File: src/rtl/iq_capture_buffer.sv
// iq_capture_buffer: arms on start, skips a number of valid I/Q samples,
// then stores N (optionally decimated) samples into an internal RAM that is
// read back in order through rd_en with one cycle of latency.
module iq_capture_buffer #(
  parameter  int DATA_W = 16,
  parameter  int DEPTH  = 64,
  parameter  int SKIP_W = 16,
  parameter  int DEC_W  = 8,
  localparam int ADDR_W = $clog2(DEPTH)
) (
  input  logic              clk,
  input  logic              reset,
  input  logic [DATA_W-1:0] i_in,
  input  logic [DATA_W-1:0] q_in,
  input  logic              in_valid,
  input  logic              start,
  input  logic [ADDR_W:0]   num_samples,
  input  logic [SKIP_W-1:0] skip,
  input  logic [DEC_W-1:0]  decim,
  input  logic              rd_en,
  output logic [DATA_W-1:0] rd_i,
  output logic [DATA_W-1:0] rd_q,
  output logic              rd_valid,
  output logic              busy,
  output logic              done,
  output logic [ADDR_W:0]   count
);

  localparam logic [ADDR_W:0] DEPTH_C = (ADDR_W + 1)'(DEPTH);

  typedef enum logic [1:0] {S_IDLE, S_SKIP, S_CAPTURE, S_DONE} state_t;

  state_t              state_q, state_d;
  logic [ADDR_W:0]     n_q, n_d;
  logic [DEC_W-1:0]    decim_q, decim_d;
  logic [SKIP_W-1:0]   skip_cnt_q, skip_cnt_d;
  logic [DEC_W-1:0]    dec_cnt_q, dec_cnt_d;
  logic [ADDR_W:0]     count_q, count_d;
  logic [ADDR_W:0]     rd_ptr_q, rd_ptr_d;
  logic                rd_valid_q, rd_valid_d;
  logic [DATA_W-1:0]   rd_i_q, rd_i_d;
  logic [DATA_W-1:0]   rd_q_q, rd_q_d;
  logic                busy_q, busy_d;
  logic                done_q, done_d;
  logic                wr_en;
  logic [2*DATA_W-1:0] mem [DEPTH];

  // Next-state, counters, write strobe and read-port data
  always_comb begin
    state_d    = state_q;
    n_d        = n_q;
    decim_d    = decim_q;
    skip_cnt_d = skip_cnt_q;
    dec_cnt_d  = dec_cnt_q;
    count_d    = count_q;
    rd_ptr_d   = rd_ptr_q;
    rd_valid_d = 1'b0;
    rd_i_d     = rd_i_q;
    rd_q_d     = rd_q_q;
    wr_en      = 1'b0;
    case (state_q)
      S_IDLE, S_DONE: begin
        // start outranks a simultaneous read in DONE
        if (start) begin
          n_d        = (num_samples == '0 || num_samples > DEPTH_C) ? DEPTH_C : num_samples;
          decim_d    = decim;
          skip_cnt_d = skip;
          dec_cnt_d  = '0;
          count_d    = '0;
          rd_ptr_d   = '0;
          state_d    = (skip != '0) ? S_SKIP : S_CAPTURE;
        end else if (state_q == S_DONE && rd_en && rd_ptr_q < count_q) begin
          rd_i_d     = mem[rd_ptr_q[ADDR_W-1:0]][2*DATA_W-1:DATA_W];
          rd_q_d     = mem[rd_ptr_q[ADDR_W-1:0]][DATA_W-1:0];
          rd_ptr_d   = rd_ptr_q + 1'b1;
          rd_valid_d = 1'b1;
        end
      end
      S_SKIP: begin
        if (in_valid) begin
          skip_cnt_d = skip_cnt_q - 1'b1;
          if (skip_cnt_q == SKIP_W'(1)) state_d = S_CAPTURE;
        end
      end
      S_CAPTURE: begin
        if (in_valid) begin
          dec_cnt_d = (dec_cnt_q == decim_q) ? '0 : dec_cnt_q + 1'b1;
          if (dec_cnt_q == '0) begin
            wr_en   = 1'b1;
            count_d = count_q + 1'b1;
            if (count_d == n_q) state_d = S_DONE;
          end
        end
      end
      default: state_d = S_IDLE;
    endcase
    busy_d = (state_d == S_SKIP) || (state_d == S_CAPTURE);
    done_d = (state_d == S_DONE);
  end

  // Control and output registers
  always_ff @(posedge clk) begin
    if (reset) begin
      state_q    <= S_IDLE;
      n_q        <= '0;
      decim_q    <= '0;
      skip_cnt_q <= '0;
      dec_cnt_q  <= '0;
      count_q    <= '0;
      rd_ptr_q   <= '0;
      rd_valid_q <= 1'b0;
      rd_i_q     <= '0;
      rd_q_q     <= '0;
      busy_q     <= 1'b0;
      done_q     <= 1'b0;
    end else begin
      state_q    <= state_d;
      n_q        <= n_d;
      decim_q    <= decim_d;
      skip_cnt_q <= skip_cnt_d;
      dec_cnt_q  <= dec_cnt_d;
      count_q    <= count_d;
      rd_ptr_q   <= rd_ptr_d;
      rd_valid_q <= rd_valid_d;
      rd_i_q     <= rd_i_d;
      rd_q_q     <= rd_q_d;
      busy_q     <= busy_d;
      done_q     <= done_d;
    end
  end

  // Capture RAM: contents survive reset, writes are suppressed during reset
  always_ff @(posedge clk) begin
    if (wr_en && !reset) mem[count_q[ADDR_W-1:0]] <= {i_in, q_in};
  end

  assign rd_i     = rd_i_q;
  assign rd_q     = rd_q_q;
  assign rd_valid = rd_valid_q;
  assign busy     = busy_q;
  assign done     = done_q;
  assign count    = count_q;

endmodule

File: config.mk
export PLATFORM = sky130hd
export DESIGN_NAME = iq_capture_buffer
export DESIGN_NICKNAME = d
export VERILOG_FILES = /design/src/rtl/iq_capture_buffer.sv
export SDC_FILE = /design/constraint.sdc
export NUM_CORES = 2
export LEC_CHECK = 0
export CAP_MARGIN = 0
export CORE_UTILIZATION = 50
export CTS_CLUSTER_SIZE = 24
export DETAILED_ROUTE_END_ITERATION = 10
export GPL_TIMING_DRIVEN = 0
export HOLD_SLACK_MARGIN = 0.08
export PLACE_DENSITY = 0.66
export RECOVER_POWER = 100
export SLEW_MARGIN = 20
export SYNTH_ARGS = -nofsm -noshare
export SYNTH_HDL_FRONTEND = slang
export SYNTH_SLANG_ARGS = --single-unit
export TNS_END_PERCENT = 50
File: constraint.sdc
create_clock -name clk -period 15.2 [get_ports clk]
set_input_delay 2.28 -clock clk [delete_from_list [all_inputs] [get_ports clk]]
set_output_delay 2.28 -clock clk [all_outputs]
set_load 0.02 [all_outputs]
* Word-level counts from Yosys, hierarchy flattened
Memories as Yosys holds them, arrays and structs flattened. A register that Yosys moved wholly into a read port is not among the register bits.
Cells that the tools add are included.
Widths: inputs -> output; s select.
** Operators by class
- Add/sub/neg operators :: 4
- Equal/unequal tests :: 13
- Reductions and logical operators :: 21
- Muxes and demuxes :: 28
- Bitwise logic cells :: 2
- Order comparisons :: 2
** Operators with widths (count)
- $mux 7 :: 6
- $mux 16 :: 2
- $pmux 16 s2 :: 1
- $mux 8 :: 3
- $eq 16x1->1 const B :: 1
- $pmux 8 s2 :: 1
- $reduce_bool 16->1 :: 1
- $sub 16x1->16 const B :: 1
- $add 7x1->7 const B :: 2
- $mux 2 :: 7
- $pmux 7 s2 :: 1
- $reduce_and 3->1 :: 3
- $add 8x1->8 const B :: 1
- $eq 2x2->1 const B :: 4
- $eq 8x8->1 :: 1
- $logic_not 8->1 :: 1
- $ne 2x2->1 const B :: 4
- $eq 7x7->1 :: 1
- $gt 7x7->1 const B :: 1
- $logic_not 7->1 :: 1
- $lt 7x7->1 :: 1
- $mux 1 :: 6
- $pmux 2 s3 :: 1
- $reduce_bool 2->1 :: 3
- 10 further kinds :: 16
** Storage, ports and cells
- Memories kept :: 1
- RAM bits :: 2048
- Register bits after elaboration :: 58
** Memories
- mem :: words 64, width 32, rd ports 1, clocked after Yosys merged registers in 1, write ports 1, RTL line 46 : logic [2*DATA_W-1:0] mem [DEPTH];

* Longest topological paths before layout
- Word-level depth :: 8
- Depth in mapped cells :: 11

* Worst setup path before layout
OpenSTA, ideal clock, no wires.
- Path kind :: input-to-reg
- From :: input port in_valid
- To :: memory mem[24][0] (netlist bit), enable pin
- Arrival :: 6.360 ns
- Required time :: 14.698 ns
- Path buffers :: 0
- Stages on the path :: 5
- Slack :: 8.337 ns
- Cell sequence :: nor4bb_1 nand3_1 nor2_1 nand4_1 nor4_1
** Between the ends
- Longest elaborated chain between the ends :: 5
** RTL lines
- start, declared :: RTL line 15 : input logic in_valid,
- $mux 1 :: RTL line 86 : if (in_valid) begin
- $mux 1 :: RTL line 61 : case (state_q)
- $logic_and 1x1->1 :: RTL line 134 : if (wr_en && !reset) mem[count_q[ADDR_W-1:0]] <= {i_in, q_in};
- $mux 1 :: RTL line 134
- $mux 1 (implied by the code) :: RTL line 134
- end, declared :: RTL line 46
No other way between the ends.

* Worst setup path in the final report
- From :: input port in_valid
- To :: memory mem[59][28] (netlist bit), enable pin
The elaborated chain is that of the path after synthesis.

==> metrics <==
status=complete, but fails checks; violated checks=max-capacitance violations, max-slew violations; Seq/Total Area, Yosys=77.25%; Final WS setup=8117 ps; PortBufs=107; I/O pins=110; fmax=0.1412 GHz; total clock sinks=2138; CTS Buffer Depth=3; Cells after Synth=3791; CP Buf/Inv Count=2; Top delay family on crit path=simple AND/OR/NAND/NOR gates; setup TNS=0 ps; Worst Hold End=rd_i[13]; P per Cell Area=127.8 nW/um^2; Setup crit end kind=flop; total iterations of the first detailed-routing run=6; asr flop ratio synth=0%; Root Buffer=clkbuf_16; WHS=453.1 ps; Mapped Area=81940 um^2; Worst-Margin Slew=3519 ps; Leakage=0.02791 uW; final antenna-violating net count=0; Layout area overhead=13.10%; Final Setup Violations=0; Setup Buffers After CTS=0; die height=406.8 um; Reg2Reg Setup Slack=8620 ps; Hold Path Depth=2; critical path arrival=7510 ps; Final Net Count=4327; initial antenna violation count=10; Routability Congestion=1.012; critical path's slowest cell=nor2_1; via count=42036; Setup CP Type=in2reg; crit path time final=7083 ps; max_cap viols=88; core region area=162800 um^2; count of final hold-check violations=0; DRC violations left=0; CP required=15630 ps; largest net degree at the start of global routing=65; htree depth=4; Slowest Stage Delay on Critical Path=1720 ps; CTS clk-pin slew, worst paths=60 ps; Hold Path Class=reg2reg; max-slew violations=2456; DIE AREA=165500 um^2; r2r worst-path depth=9; Layout Skew=25.07 ps; Via density=6.375; RSZ-0062 raised after global routing=no; first-pass GRT wire length=314100 um; EDFF count, synth=2048; DPL Wire Length=153000 um; Starting Density=50.34%; Die W=406.8 um; PostCTS Resize Cnt=0; worst vdd rail ir drop=0.1216 mV; Tcrit/Tclk final=46.60%; share of layout cells above drive strength 1=20.22%; grt total ovfl=0; Setup crit start kind=input pin; FF+latch count, synth=2138; CTS Hold Buffers Added=0; Max Fanout on Critical Path=18; syn_nets=3875; Worst Min Path Start=rd_i[13]; Avg Synthesized Cell Area=21.61 um^2; most used cell, CP=nor2_1; Unique masters post-synth=60; number of DRC markers in iteration 0=6403; dpl ws=8506 ps; final wirelength=224300 um; Avg WL per Cell=34.01 um; vias in the first global route=41229; Most used DFF post-synth=edfxtp_1; crit-path cells=dlygate4sd3_1, nor4bb_1, nand3_1, nor2_1, nand4_1, nor2_1, clkbuf_1; row count=148; Clock Latency Late Sink=830 ps; Worst R2R Start=rd_ptr_q[0]; cts bufs inserted=208; yosys warns=0; FF-to-FF End=rd_i[8]; slew margin rel.=-134.6%; Total GRT Usage=27.55%; CTS tree=yes
## routing by layer
metal	vias to the layer above	track usage (%)	part of all wire (%)	wire length (um)
met5	-	0	0.012	27
met1	22395	39.81	39	87780
met4	4	10.03	4.1	9164
met2	2330	41.71	46	103100
met3	389	5.878	11	24240
li1	16918	-	-	-
## report_power, final
part	switching (uW)	internal [uW]	leakage, uW
logic	253	91.6	0.00562
clock network	2180	2820	0.00316
registers	22.5	6480	0.0191
## per-stage QoR
step           cells  total power [uW]  util [%]  area (um^2)
3_3_place_gp    6073              6970     52.67        85730
3_5_place_dp    6208              6980     54.61        88890
4_1_cts         6591             11900     58.63        95430
2_1_floorplan   3791              6782         -        81940
5_1_grt         6592             12130     56.93        92670
6_report        6594             11850     56.94        92670
## flip-flops by register name (all words and copies together) (netlist names)
signal	cells
busy	1
mem	2048
rd_q	16
state_q	2
n_q	7
rd_valid	1
done	1
rd_i	16
skip_cnt_q	16
decim_q	8
dec_cnt_q	8
rd_ptr_q	7
count	7
## placed cells by master (no fill, tap or decap), types with 19 or more instances in the layout
cell,synthesis,routed
dfxtp_1,90,90
buf_1,68,39
nand4_1,19,19
nor2b_1,21,21
nand3_1,57,57
mux2i_1,38,38
nor2_1,96,95
clkinv_1,1,55
clkinv_2,0,27
edfxtp_1,2048,2048
nand2_1,176,176
buf_2,17,28
a22oi_1,96,96
a221oi_1,27,27
o21ai_0,57,57
clkbuf_1,128,346
a21oi_1,44,44
a22o_1,34,34
mux4_2,551,551
a211oi_1,19,19
inv_1,19,19
dlygate4sd3_1,0,45
clkbuf_16,0,211
clkdlybuf4s50_1,0,30
## how the worst max path moves through the flow
| stage | startpoint | end | slack [ps] | depth (start not counted) |
|---|---|---|---|---|
| after floorplan | in_valid | mem[24][0] | 8340 | 5 |
| after global placement | in_valid | mem[24][20] | 3720 | 6 |
| after detailed placement | in_valid | mem[31][11] | 8510 | 11 |
| after CTS | in_valid | mem[31][15] | 9420 | 11 |
| after global routing | in_valid | mem[59][28] | 7920 | 7 |
| final | in_valid | mem[59][28] | 8120 | 7 |
## synth_stat cells (7+ instances only)
cell type,number,area share [%]
edfxtp_1,2048,75
mux4_2,551,15
nand2_1,176,0.81
clkbuf_1,128,0.59
a22oi_1,96,0.88
nor2_1,96,0.44
dfxtp_1,90,2.2
buf_1,68,0.31
nand3_1,57,0.35
o21ai_0,57,0.35
a21oi_1,44,0.27
mux2i_1,38,0.46
a22o_1,34,0.36
a221oi_1,27,0.29
nor2b_1,21,0.16
a211oi_1,19,0.17
inv_1,19,0.087
nand4_1,19,0.15
buf_2,17,0.10
ha_1,16,0.24
nor3_1,16,0.098
nor4_1,15,0.11
or3_1,14,0.11
xnor2_1,14,0.15
mux2_2,8,0.11
xor2_1,8,0.086
nand3b_1,7,0.064
o211ai_1,7,0.064
## layout make-up
cell class                 instances  area, um^2
antenna                            3       7.507
buffer                           214       859.6
clock buffer                     262        5472
clock inverter                   121        1070
fill                           11903       70100
inverter                          20       75.07
multi-input combinational       1419       17750
sequential                      2138       63300
tap                             2175        2721
timing repair buffer             242        1416
## worst min-delay path: cells and delay by family, from the launching register on
family / cells / cell delay [ps]
simple gates: 2 / 110
flops: 1 / 320
## cell families after synthesis
| family | Yosys count | synth area share, % |
|---|---|---|
| flip-flops | 2138 | 77.25 |
| XOR/XNOR | 22 | 0.2352 |
| AO/OA/AOI/OAI | 325 | 2.805 |
| multiplexers | 597 | 15.72 |
| AND/OR/NAND/NOR | 459 | 2.637 |
| adder cells (fa/ha/maj) | 16 | 0.2443 |
| buffers and inverters | 234 | 1.107 |
Power figures use the tool's default switching activity.
